[config.mk]
export PLATFORM = sky130hd
export DESIGN_NAME = period_meter_flat
export DESIGN_NICKNAME = d
export VERILOG_FILES = /design/src/rtl/period_meter_if.sv /design/src/rtl/period_meter.sv /design/src/flat_wrapper.sv
export SDC_FILE = /design/constraint.sdc
export NUM_CORES = 1
export LEC_CHECK = 0
export CORE_MARGIN = 4
export CORE_UTILIZATION = 45
export CTS_BUF_LIST = sky130_fd_sc_hd__clkbuf_4 sky130_fd_sc_hd__clkbuf_8
export DETAILED_ROUTE_END_ITERATION = 10
export PLACE_DENSITY_LB_ADDON = 0.1
export SYNTH_ARGS = -nofsm -noshare
export SYNTH_HDL_FRONTEND = slang
export SYNTH_SLANG_ARGS = --single-unit
[constraint.sdc]
create_clock -name clk -period 2.1 [get_ports clk]
set_clock_uncertainty 0.05 [all_clocks]
set_input_delay 0.315 -clock clk [delete_from_list [all_inputs] [get_ports clk]]
set_output_delay 0.315 -clock clk [all_outputs]
set_load 0.01 [all_outputs]
[src/rtl/period_meter_if.sv]
// ---------------------------------------------------------------------------
// period_meter_if
//
// Groups the measured input and the measurement results of period_meter.
//
// Signals:
//   div_in    measured square wave (driven by the source side)
//   period    last completed rising-to-rising period, in clk cycles
//   high_len  high time of that same period, in clk cycles
//   valid     one-cycle pulse when period/high_len update
//   lock      the last LOCK_N valid periods were identical
//   err       sticky: some valid period differed from the expected ratio
//   ovf       counter saturated without seeing a rising edge
//
// Modports:
//   master    source / monitor side: drives div_in, observes results
//   slave     meter side: observes div_in, drives results
// ---------------------------------------------------------------------------
interface period_meter_if #(
    parameter int unsigned WIDTH = 8
);
    logic             div_in;
    logic [WIDTH-1:0] period;
    logic [WIDTH-1:0] high_len;
    logic             valid;
    logic             lock;
    logic             err;
    logic             ovf;

    modport master (
        output div_in,
        input  period,
        input  high_len,
        input  valid,
        input  lock,
        input  err,
        input  ovf
    );

    modport slave (
        input  div_in,
        output period,
        output high_len,
        output valid,
        output lock,
        output err,
        output ovf
    );
endinterface

[src/rtl/period_meter.sv]
// ---------------------------------------------------------------------------
// period_meter
//
// Measures the period and high time of a slow square wave in clk cycles,
// reports each completed period with a one-cycle valid pulse, asserts lock
// after LOCK_N identical periods in a row, and flags (sticky) any period
// that differs from EXPECT. A period that runs past the counter range
// raises ovf until the next valid measurement.
//
// Parameters:
//   WIDTH   width of the counters and of period/high_len (default 8)
//   EXPECT  expected period in clk cycles, 2 .. 2^WIDTH-1 (default 6)
//   LOCK_N  identical periods required for lock, 2 .. 15 (default 3)
//
// Ports:
//   clk     system clock, all state changes on its rising edge
//   rst     synchronous, active-high reset
//   mtr     period_meter_if.slave: div_in in; period, high_len, valid,
//           lock, err, ovf out (all outputs registered)
//
// Configuration macro:
//   PERIOD_METER_SYNC_EN  when defined, div_in passes through a two-flop
//                         synchronizer before edge detection (adds 2 cycles
//                         of latency, for asynchronous sources). When
//                         undefined, div_in must be synchronous to clk.
// ---------------------------------------------------------------------------
module period_meter #(
    parameter int unsigned WIDTH  = 8,
    parameter int unsigned EXPECT = 6,
    parameter int unsigned LOCK_N = 3
) (
    input  logic          clk,
    input  logic          rst,
    period_meter_if.slave mtr
);

    typedef enum logic [1:0] {
        S_IDLE = 2'd0,
        S_MEAS = 2'd1,
        S_OVF  = 2'd2
    } state_t;

    localparam logic [WIDTH-1:0] CNT_MAX  = '1;
    localparam logic [WIDTH-1:0] CNT_ONE  = WIDTH'(1);
    localparam logic [WIDTH-1:0] EXPECT_V = WIDTH'(EXPECT);
    localparam logic [3:0]       LOCK_V   = 4'(LOCK_N);

    // -----------------------------------------------------------------------
    // Input conditioning and edge detection
    // -----------------------------------------------------------------------
    logic w_s;
    logic r_s_d;
    logic w_rise;
    logic w_fall;

`ifdef PERIOD_METER_SYNC_EN
    logic r_sync1;
    logic r_sync2;

    always_ff @(posedge clk) begin
        if (rst) begin
            r_sync1 <= 1'b0;
            r_sync2 <= 1'b0;
        end else begin
            r_sync1 <= mtr.div_in;
            r_sync2 <= r_sync1;
        end
    end

    assign w_s = r_sync2;
`else
    assign w_s = mtr.div_in;
`endif

    // History resets to 0, so a source already high when reset releases
    // is seen as a rising edge on the first active cycle.
    always_ff @(posedge clk) begin
        if (rst) begin
            r_s_d <= 1'b0;
        end else begin
            r_s_d <= w_s;
        end
    end

    assign w_rise = w_s & ~r_s_d;
    assign w_fall = ~w_s & r_s_d;

    // -----------------------------------------------------------------------
    // Measurement state
    // -----------------------------------------------------------------------
    state_t           r_state;
    logic [WIDTH-1:0] r_cnt;
    logic [WIDTH-1:0] r_hi;
    logic [WIDTH-1:0] r_period;
    logic [WIDTH-1:0] r_high_len;
    logic             r_valid;
    logic             r_lock;
    logic             r_err;
    logic             r_ovf;
    logic [3:0]       r_match;

    state_t           w_state_n;
    logic [WIDTH-1:0] w_cnt_n;
    logic [WIDTH-1:0] w_hi_n;
    logic [WIDTH-1:0] w_period_n;
    logic [WIDTH-1:0] w_high_len_n;
    logic             w_valid_n;
    logic             w_lock_n;
    logic             w_err_n;
    logic             w_ovf_n;
    logic [3:0]       w_match_n;

    always_ff @(posedge clk) begin
        if (rst) begin
            r_state    <= S_IDLE;
            r_cnt      <= '0;
            r_hi       <= '0;
            r_period   <= '0;
            r_high_len <= '0;
            r_valid    <= 1'b0;
            r_lock     <= 1'b0;
            r_err      <= 1'b0;
            r_ovf      <= 1'b0;
            r_match    <= '0;
        end else begin
            r_state    <= w_state_n;
            r_cnt      <= w_cnt_n;
            r_hi       <= w_hi_n;
            r_period   <= w_period_n;
            r_high_len <= w_high_len_n;
            r_valid    <= w_valid_n;
            r_lock     <= w_lock_n;
            r_err      <= w_err_n;
            r_ovf      <= w_ovf_n;
            r_match    <= w_match_n;
        end
    end

    always_comb begin
        w_state_n    = r_state;
        w_cnt_n      = r_cnt;
        w_hi_n       = r_hi;
        w_period_n   = r_period;
        w_high_len_n = r_high_len;
        w_valid_n    = 1'b0;
        w_lock_n     = r_lock;
        w_err_n      = r_err;
        w_ovf_n      = r_ovf;
        w_match_n    = r_match;

        unique case (r_state)
            S_IDLE: begin
                w_cnt_n = '0;
                if (w_rise) begin
                    w_state_n = S_MEAS;
                    w_cnt_n   = CNT_ONE;
                end
            end

            S_MEAS: begin
                if (w_rise) begin
                    // Completed period; a rise in the saturating cycle still
                    // counts as a normal measurement.
                    w_period_n   = r_cnt;
                    w_high_len_n = r_hi;
                    w_valid_n    = 1'b1;
                    w_cnt_n      = CNT_ONE;
                    w_ovf_n      = 1'b0;

                    // match is the length of the current run of identical
                    // periods; it saturates at LOCK_N so it cannot wrap.
                    if (r_cnt == r_period) begin
                        if (r_match < LOCK_V) begin
                            w_match_n = r_match + 4'd1;
                        end
                    end else begin
                        w_match_n = 4'd1;
                    end
                    w_lock_n = (w_match_n >= LOCK_V);

                    if (r_cnt != EXPECT_V) begin
                        w_err_n = 1'b1;
                    end
                end else begin
                    if (w_fall) begin
                        w_hi_n = r_cnt;
                    end
                    if (r_cnt == CNT_MAX) begin
                        w_state_n = S_OVF;
                        w_ovf_n   = 1'b1;
                        w_lock_n  = 1'b0;
                        w_match_n = '0;
                    end else begin
                        w_cnt_n = r_cnt + CNT_ONE;
                    end
                end
            end

            S_OVF: begin
                // Counter frozen; the partial period that ends at the next
                // rise is discarded.
                if (w_rise) begin
                    w_state_n = S_MEAS;
                    w_cnt_n   = CNT_ONE;
                end
            end

            default: begin
                w_state_n = S_IDLE;
                w_cnt_n   = '0;
            end
        endcase
    end

    // -----------------------------------------------------------------------
    // Outputs (all registered)
    // -----------------------------------------------------------------------
    assign mtr.period   = r_period;
    assign mtr.high_len = r_high_len;
    assign mtr.valid    = r_valid;
    assign mtr.lock     = r_lock;
    assign mtr.err      = r_err;
    assign mtr.ovf      = r_ovf;

endmodule

[src/flat_wrapper.sv]
// flat-port wrapper written by rule: the top's interface ports become plain ports
module period_meter_flat 
#(
    parameter int unsigned WIDTH  = 8,
    parameter int unsigned EXPECT = 6,
    parameter int unsigned LOCK_N = 3
)
  (clk, rst, mtr_div_in, mtr_period, mtr_high_len, mtr_valid, mtr_lock, mtr_err, mtr_ovf);
  period_meter_if #(.WIDTH(WIDTH)) mtr_i ();
  input  logic clk;
  input  logic rst;
  input wire logic [$bits(mtr_i.div_in)-1:0] mtr_div_in;
  output wire logic [$bits(mtr_i.period)-1:0] mtr_period;
  output wire logic [$bits(mtr_i.high_len)-1:0] mtr_high_len;
  output wire logic [$bits(mtr_i.valid)-1:0] mtr_valid;
  output wire logic [$bits(mtr_i.lock)-1:0] mtr_lock;
  output wire logic [$bits(mtr_i.err)-1:0] mtr_err;
  output wire logic [$bits(mtr_i.ovf)-1:0] mtr_ovf;
  assign mtr_i.div_in = mtr_div_in;
  assign mtr_period = mtr_i.period;
  assign mtr_high_len = mtr_i.high_len;
  assign mtr_valid = mtr_i.valid;
  assign mtr_lock = mtr_i.lock;
  assign mtr_err = mtr_i.err;
  assign mtr_ovf = mtr_i.ovf;
  period_meter #(.WIDTH(WIDTH), .EXPECT(EXPECT), .LOCK_N(LOCK_N)) u_core (.clk(clk), .rst(rst), .mtr(mtr_i));
endmodule
==> flow_summary.toml, run 1 <==
[outcome]
status = "complete, no violations"

[setup_path]
rr_worst_depth = 5
crit_buf_inv = 2
crit_path_end_kind = "flip-flop"
r2r_end = "u_core.r_cnt[7]"
cp-startpoint = "mtr_div_in"
cp-endpoint = "u_core.r_match[0]"
ff2ff_setup_slack_ns = 0.29
crit_path_max_incr_delay_ns = 0.69
critical_path_peak_fanout = 18
cp.required_ns = 2.28
crit_chain = "clkdlybuf4s50_1 > nor2b_2 > buf_4 > a21oi_2 > a21oi_1 > o21ai_0"
cpMaxStageDelayCell = "a21oi_2"
path_delay_family = "compound AO/OA/AOI/OAI gates"
critical_path_arrival_ns = 2.06
cp-start-kind = "input port"
rr_startpoint = "u_core.r_cnt[1]"
crit_type = "in2reg"
path_depth = 6

[synthesis]
synthAdderAreaFrac_pct = 2.01
syn_area_um2 = 1860
synth_top_area_share_pct = 46.2
synth.area.top_cells = "dfxtp_1 (46%), a22o_1 (7.5%), mux2i_1 (4.3%)"
synth_top_family_by_area = "compound AO/OA/AOI/OAI gates"
yosysUniqueCellTypes = 46
synth_area_per_cell_um2 = 10.1
syn_nets = 190
ys.flop_type = "dfxtp_1"
synth_mux_area_share_pct = 5.70
yosysTopAreaCell = "dfxtp_1"
synth_compound_area_share_pct = 19.8
yosysWarnings = 0
ys_ff_latch = 43
ys_seq_area_share_pct = 46.2
synth_edf_count = 0
async_reset_ff_share_pct = 0
synth-simple-area-share_pct = 16.5
synth_cells = 184
synthXorXnorAreaFrac_pct = 3.76

[layout]
final_cell_mix = "dfxtp_1 (43), clkdlybuf4s50_1 (22), buf_4 (19)"
drive_above_1_share_pct = 19.3
synthToLayoutAreaGrowth_pct = 25.0
final_common_cell = "dfxtp_1"
utilization_pct = 58.2
nets = 223
insertedDiodeCount = 0

[timing]
post-route-period-util_pct = 89.5
setup_ws_ns = 0.220
min_period_ns = 1.88
rsz0062_at_grt = "false"
finalSetupTns_ns = 0
fmax_mhz = 532
finalHoldViolCount = 0
worst_pin_slew_ns = 0.867
setup-violations-final = 0
report.final.slew_viol_count = 0
slew-limit-headroom_pct = 42.2

[global_route]
grt_pass1_wl_um = 7200
grt_start_max_net_pins = 22
grt.overflow.total = 0
grt_usage_pct = 17.7
first_global_vias = 1495
antenna_found_initial = 0

[clock_tree]
cts_tree = "done"
htree_num_levels = 2
cts.sinks = 43
post_cts_resize_count = 0
postCtsSetupBuffers = 0
cts-root-buf = "clkbuf_8"
clk_latency_ns = 0.31
clk_pin_slew_ns = 0.09
cts_made_buffers = 5
clockBufferDepth = 2
cts_hold_buf = 0

[floorplanning]
die_area_um2 = 5240
initial_core_util_pct = 46.6
core_area_um2 = 4000
ioPinCount = 23
rows = 23
die_y_um = 72.4
die_w_um = 72.4

[detailed_routing]
initialDrtViolationCount = 108
avgRoutedWirePerCell_um = 15.9
via_per_inst = 5.66
via_count = 1518
ant_nets = 0
dr.pass1.iters = 4
wirelength_um = 4250
drcViolationCount = 0

[placed_design]
numPortBuffers = 22
post-dp-hpwl_um = 2900
gp_congestion = 0.902
place_ws_ns = -0.0767

[pwr]
p_leak_nw = 0.824
p_per_area_nw_per_um2 = 686
ir_drop_mv = 0.525

[worst_hold_path]
hold_class = "reg2reg"

[run]
cap_violations = 0
==> power by group <==
| group | switching, W | internal, W | total, W | leakage [nW] |
|---|---|---|---|---|
| Sequential | 0.00000741 | 0.000824 | 0.000831 | 0.347 |
| Clock | 0.000308 | 0.000354 | 0.000662 | 0.0581 |
| Combinational | 0.0000604 | 0.0000435 | 0.000104 | 0.419 |
| Total | 0.000376 | 0.00122 | 0.00160 | 0.824 |
==> routing by layer <==
layer  up-vias  track usage, %  routed length, µm
li1        741               -                  -
met1       736            23.7               2050
met2        35            26.7               1940
met3         6            5.54                203
met4         0            6.26                 61
met5         -               0                  0
==> worst register-to-register path, cell delays in order, from the launching register on <==
cell,delay [ns]
dfxtp_1,0.35
ha_1,0.20
nand3_1,0.12
nor4_2,0.54
nor4_2,0.14
mux2_4,0.32
==> registers in the layout, summed over array words and instances, names as in the netlist <==
name / count
u_core.mtr.period: 8
u_core.mtr.lock: 1
u_core.r_cnt: 8
u_core.mtr.ovf: 1
u_core.mtr.err: 1
u_core.mtr.valid: 1
u_core.mtr.high_len: 8
u_core.r_s_d: 1
u_core.r_hi: 8
u_core.r_match: 4
u_core.r_state: 2
==> per-stage QoR <==
| step | hold slack, ns | area [µm²] | instances | power (W) |
|---|---|---|---|---|
| 3_5_place_dp | 0.402 | 2220 | 260 | 0.000954 |
| 2_1_floorplan | 0.392 | 1860 | 184 | 0.000918 |
| 5_1_grt | 0.439 | 2330 | 268 | 0.00166 |
| 6_report | 0.422 | 2330 | 268 | 0.00160 |
| 3_3_place_gp | 0.403 | 2220 | 260 | 0.000951 |
| 4_1_cts | 0.427 | 2330 | 268 | 0.00161 |
==> cell families after synthesis <==
group,after synthesis
compound gates,47
simple gates,53
xor+xnor,8
fa+ha+maj,3
buf+inv,20
mux,10
flops,43
==> cell usage after synthesis (2+ instances only) <==
cell type	count
xnor2_1	8
buf_2	9
nor2_1	16
a21oi_1	7
nor3b_1	3
ha_1	3
o31ai_1	4
mux2i_1	8
clkbuf_1	2
nand2b_1	3
nand2_1	3
nand4_1	2
dfxtp_1	43
nand3_1	7
or4_1	3
a32o_1	2
nor3_1	4
o21ai_0	6
buf_6	3
a22o_1	16
nor4_2	2
inv_1	4
nor4_1	2
or3_1	2
==> worst min path at each step <==
stage                    startpoint                     end  slack (ns)  cells after the start
floorplan            u_core.r_hi[1]  u_core.mtr.high_len[1]        0.39                      1
global placement     u_core.r_hi[2]  u_core.mtr.high_len[2]        0.40                      1
detailed placement   u_core.r_hi[5]  u_core.mtr.high_len[5]        0.40                      1
CTS                 u_core.mtr.lock         u_core.mtr.lock        0.43                      1
global route        u_core.mtr.lock         u_core.mtr.lock        0.44                      1
finish              u_core.mtr.lock         u_core.mtr.lock        0.42                      1
==> cell type report <==
class	count	area [µm²]
Inverter	4	15.0
Multi-Input combinational cell	121	896
Sequential cell	43	861
Timing Repair Buffer	42	383
Clock inverter	3	43.8
Clock buffer	5	68.8
Fill cell	352	1670
Tap cell	50	62.6
No activity file was read; power rests on OpenSTA's default activity.
==> run 2: changes to the inputs <==
- SETUP_SLACK_MARGIN: not set -> 0.05
==> results of run 2 <==
The final DEF is identical to that of run 1; final timing and power are the same.
==> run 3: changes to the inputs <==
- TNS_END_PERCENT: not set -> 100
==> results of run 3 <==
The final DEF is identical to that of run 1; final timing and power are the same.
